--- src/rtl/timer_ctrl.sv ---
// timer_ctrl: start/stop/clear control FSM and one-second prescaler for a BCD countdown timer.
// Define ALARM_TIMEOUT_EN to return from ALARM to IDLE automatically after ALARM_SECS ticks.
module timer_ctrl #(
    parameter int TICK_DIV   = 100000000,
    parameter int ALARM_SECS = 10
) (
    input  logic       clk,
    input  logic       reset,
    input  logic       start_btn,
    input  logic       stop_btn,
    input  logic       clear_btn,
    input  logic [3:0] seconds,
    input  logic [3:0] tens_seconds,
    input  logic [3:0] minutes,
    input  logic [3:0] tens_minutes,
    output logic       count_enable,
    output logic       main_enable,
    output logic       counter_reset,
    output logic       alarm,
    output logic [1:0] state
);
    localparam logic [1:0]  IDLE = 2'b00, RUN = 2'b01, PAUSE = 2'b10, ALARM = 2'b11;
    localparam logic [26:0] TICK_LAST = 27'(TICK_DIV - 1);
    logic [1:0]  next_state;
    logic [26:0] presc;
    logic        tick, zero, reload, alarm_done;
    // Non-BCD digit values are treated as nonzero, so only an exact 0000 reads as expired.
    assign zero = {tens_minutes, minutes, tens_seconds, seconds} == 16'd0;
    assign tick = presc == TICK_LAST;
`ifdef ALARM_TIMEOUT_EN
    localparam logic [7:0] ALARM_LAST = 8'(ALARM_SECS - 1);
    logic [7:0] alarm_cnt;
    always_ff @(posedge clk) begin
        if (reset || state != ALARM)
            alarm_cnt <= '0;
        else if (tick)
            alarm_cnt <= alarm_cnt + 8'd1;
    end
    assign alarm_done = tick && alarm_cnt == ALARM_LAST;
`else
    localparam int unused_alarm_secs = ALARM_SECS;
    assign alarm_done = 1'b0;
`endif
    always_ff @(posedge clk) begin
        if (reset) begin
            state         <= IDLE;
            counter_reset <= 1'b0;
        end else begin
            state         <= next_state;
            counter_reset <= reload;
        end
    end
    // A state change restarts the second, so every RUN entry waits a full TICK_DIV.
    always_ff @(posedge clk) begin
        if (reset || next_state != state || !(state == RUN || state == ALARM) || tick)
            presc <= '0;
        else
            presc <= presc + 27'd1;
    end
    always_comb begin
        next_state = state;
        reload     = 1'b0;
        case (state)
            IDLE: begin
                if (clear_btn)
                    reload = 1'b1;
                else if (!stop_btn && start_btn && !zero)
                    next_state = RUN;
            end
            RUN: begin
                if (clear_btn) begin
                    next_state = IDLE;
                    reload     = 1'b1;
                end else if (stop_btn)
                    next_state = PAUSE;
                else if (zero)
                    next_state = ALARM;
            end
            PAUSE: begin
                if (clear_btn) begin
                    next_state = IDLE;
                    reload     = 1'b1;
                end else if (!stop_btn && start_btn)
                    next_state = RUN;
            end
            default: begin
                if (clear_btn || stop_btn || start_btn || alarm_done) begin
                    next_state = IDLE;
                    reload     = 1'b1;
                end
            end
        endcase
    end
    always_comb begin
        main_enable  = state == RUN;
        alarm        = state == ALARM;
        count_enable = tick && state == RUN && !stop_btn;
    end
endmodule

--- config.mk ---
export PLATFORM = sky130hd
export DESIGN_NAME = timer_ctrl
export DESIGN_NICKNAME = d
export VERILOG_FILES = /design/src/rtl/timer_ctrl.sv
export SDC_FILE = /design/constraint.sdc
export NUM_CORES = 1
export LEC_CHECK = 0
export ABC_AREA = 1
export CORE_MARGIN = 4
export CORE_UTILIZATION = 45
export DETAILED_ROUTE_END_ITERATION = 7
export PLACE_DENSITY = 0.69
export REMOVE_ABC_BUFFERS = 1
export SLEW_MARGIN = 10
export SYNTH_ARGS = -nofsm -noshare
export SYNTH_HDL_FRONTEND = slang
export SYNTH_SLANG_ARGS = --single-unit
--- constraint.sdc ---
create_clock -name clk -period 2.2 [get_ports clk]
set_input_delay 0.66 -clock clk [delete_from_list [all_inputs] [get_ports clk]]
set_output_delay 0.66 -clock clk [all_outputs]
set_load 0.05 [all_outputs]
==> summary.txt <==
Power
  • Sequential power share: about half
  • Combinational fraction of design power: around 6.3%
  • Cell internal pwr: 0.000837 W
  • Overall Power: around 0.0011 W
  • Peak VDD IR: 546 uV
  • Psw: 0.000239 W
  • Switching Fraction: 22.2%
  • Power per Cell Area: 476 nW/um^2
  • Clock group share of total power: 43.1%
  • Leakage: 0.804 nW

Final layout
  • Post-layout util: 61.7%
  • Antenna cell count: 0
  • Reg area: 621 um^2
  • Layout cells sized above 1: roughly 19%
  • Fin nets: 335
  • Fin cells: 362
  • Area of the multi-input gates: 1020 um^2
  • Filler cells: 322
  • Layout area overhead: 33.1%

Setup path
  • Critical-path cell list: nor2_2 -> nand3_1 -> nor2_2 -> nand3_2 -> nor2_4 -> and3_4 -> buf_12
  • Setup CP Type: reg2out
  • Reg2Reg Setup Slack: ~710 ps
  • Crit path to: count_enable
  • Crit path arrival time: between 1000 and 1500 ps
  • Slowest CP cell: dfxtp_2
  • Critical path peak fanout: 4
  • CP delay by family, top: simple AND/OR/NAND/NOR gates
  • WP buf/inv: 1
  • Worst path depth: 7
  • Critical path data required time: around 1500 ps
  • Worst setup SP type: flop
  • Reg2reg start: presc[0]
  • R2r endpoint: presc[18]
  • Crit. Startpoint: presc[19]
  • Worst reg2reg path depth: 11
  • Worst path most repeated cell: nor2_2
  • CP Capture Type: primary output
  • CP max stage delay: 350 ps

Yosys
  • Syn. warnings: 0
  • Register area share after synthesis: 35.4%
  • Ranking of synthesized cells by area: dfxtp_1 35%, nand2_1 18%, nor2_1 17%
  • Most numerous cell in the Yosys netlist: nand2_1
  • Cells after Synth: 271
  • Avg Inst Size Synth: 6.27 um^2
  • Share of the synthesized area in the top cell type: between 30% and 40%
  • #FFs+latches synth: 30
  • Post-synth top area cell: dfxtp_1
  • Predominant post-synthesis flop cell: dfxtp_1
  • Post-Syn Area: 1700 um^2
  • Yosys cell types: 22
  • Post-synthesis async set-or-reset flop share: 0%
  • Post-synth EDFFs: 0
  • Most instantiated cells after synthesis: 81 x nand2_1, 77 x nor2_1, 30 x dfxtp_1, 30 x inv_1

Global routing
  • Remaining global-route overflow: 0
  • Largest net degree at the start of global routing: 28
  • First-pass GRT wire length: ~6400 um
  • Gr usage total: between 10% and 20%
  • Vias in the first global route: 1,507
  • Initial antenna violation count: 0

Clocking
  • Worst skew pair latency: 290 ps
  • CTS tree: built
  • Clk sinks: 30
  • H-tree Lvls: 2
  • Hold-fix buffers, CTS: 0
  • Clk slew on worst S/H paths: 60 ps
  • Num CTS Buffers: 5
  • CTS root buffer: clkbuf_8
  • Clk buf depth: 2

Die
  • Die height: 69.4 um
  • Die area: 4820 um^2
  • Boundary pin count: 27
  • Core area: 3660 um^2
  • Rows: 22
  • Initial Utilization: a little under half
  • Die Wd: 69.4 um

Timing
  • Minimum clock period: 2140 ps
  • Relative slew slack: 66.0%
  • Highest Clock Rate: 468 MHz
  • Max Slew Vio Count: 0
  • Final period utilization: 97.1%
  • Post-Route Setup TNS: 0 ps
  • Final-report hold violation count: 0
  • # setup viols final: 0
  • Worst Tran Pin Value: just over 500 ps
  • Setup Skew: 3.69 ps

Detailed routing
  • Iter 0 DRT Violations: 73
  • Drt wl/cell: 10.4 um
  • Vias: 1,678
  • DRC errors left: 0
  • DR pass1 iterations: 4
  • Vias per cell: 4.64
  • Final ANT Viol Nets: 0
  • WL final: 3780 um

Placement
  • DP Cell Count: ~350
  • Final Wtd Congestion: 0.831
  • Detail Placement HPWL: approximately 2800 um
  • PortBufs: 26

Flow run
  • MaxCap Viol Count: 0

Min path
  • Worst min path class: reg2reg

Outcome
  • Status: complete, no violations
## metrics by stage
stage	hold WS [ps]	instance area [um^2]	setup slack, ps
2_1_floorplan	418	1680	-546
3_3_place_gp	431	2050	-13.5
3_5_place_dp	441	2050	-31.1
4_1_cts	419	2180	0.653
5_1_grt	469	2260	-1.46
6_report	448	2260	64.7
## logic make-up after synthesis
| kind of cell | synth area share (%) |
|---|---|
| compound gates | 1.62 |
| xor+xnor | 8.25 |
| fa+ha+maj | 0.737 |
| buf+inv | 7.96 |
| flops | 35.4 |
| simple gates | 46.1 |
## cell type report
cell class | count | area share, %
clock inverters | 2 | 0.554
well taps | 48 | 2.66
repair buffers | 37 | 15.7
inverters | 30 | 4.98
multi-input cells | 209 | 45.0
clock buffers | 6 | 3.65
flip-flops and latches | 30 | 27.5
## sequential cells by signal, summed over array words and instances (netlist names)
signal and count:
counter_reset 1, presc 27, state 2
## what timing repair did
| action | 4_1_cts | 5_1_grt |
|---|---|---|
| pin swaps | 3 | 9 |
| buffers inserted | 1 | 5 |
| gates resized for setup | 15 | 19 |
| setup endpoints to repair | 1 | 1 |
## worst min-delay path by stage
stage | start | to | slack, ps | cells past startpoint
after floorplan | presc[0] | presc[0] | 420 | 1
after global placement | presc[0] | presc[0] | 430 | 1
after detailed placement | presc[0] | presc[0] | 440 | 1
after CTS | presc[0] | presc[0] | 420 | 1
after global routing | presc[0] | presc[0] | 470 | 1
final | presc[0] | presc[0] | 450 | 1
## cell usage in the layout, fill, tap and decap left out, drive strengths merged, types with 2 or more instances in the layout
| cell | count |
|---|---|
| nand3 | 10 |
| clkbuf | 6 |
| nor3 | 2 |
| inv | 30 |
| o21ai | 2 |
| nand3b | 6 |
| nor2 | 83 |
| buf | 16 |
| and3 | 2 |
| a21oi | 2 |
| clkdlybuf4s50 | 20 |
| nand2 | 82 |
| xor2 | 7 |
| dfxtp | 30 |
| xnor2 | 9 |
## worst reg2reg max path: cells and delay by family (launching register included)
family | cells | cell delay, ps
and+or+nand+nor | 7 | 660
DFF | 1 | 360
buffers and inverters | 3 | 220
adders and majority gates | 1 | 140
## layer usage
metal | part of all wire (%) | track usage, %
met1 | 49 | 20.9
met2 | 46 | 25.3
met3 | 3.7 | 4.93
met4 | 1.6 | 6.51
met5 | 0 | 0
## power groups by stage
stage | sequential (W) | clock (W) | combinational, W
after global placement | 0.000558 | 0 | 0.0000682
after global routing | 0.000545 | 0.000503 | 0.0000736
after floorplan | 0.000564 | 0 | 0.0000143
final | 0.000545 | 0.000464 | 0.0000682
after detailed placement | 0.000558 | 0 | 0.0000689
after CTS | 0.000546 | 0.000480 | 0.0000686
No activity file was read; power rests on OpenSTA's default activity.
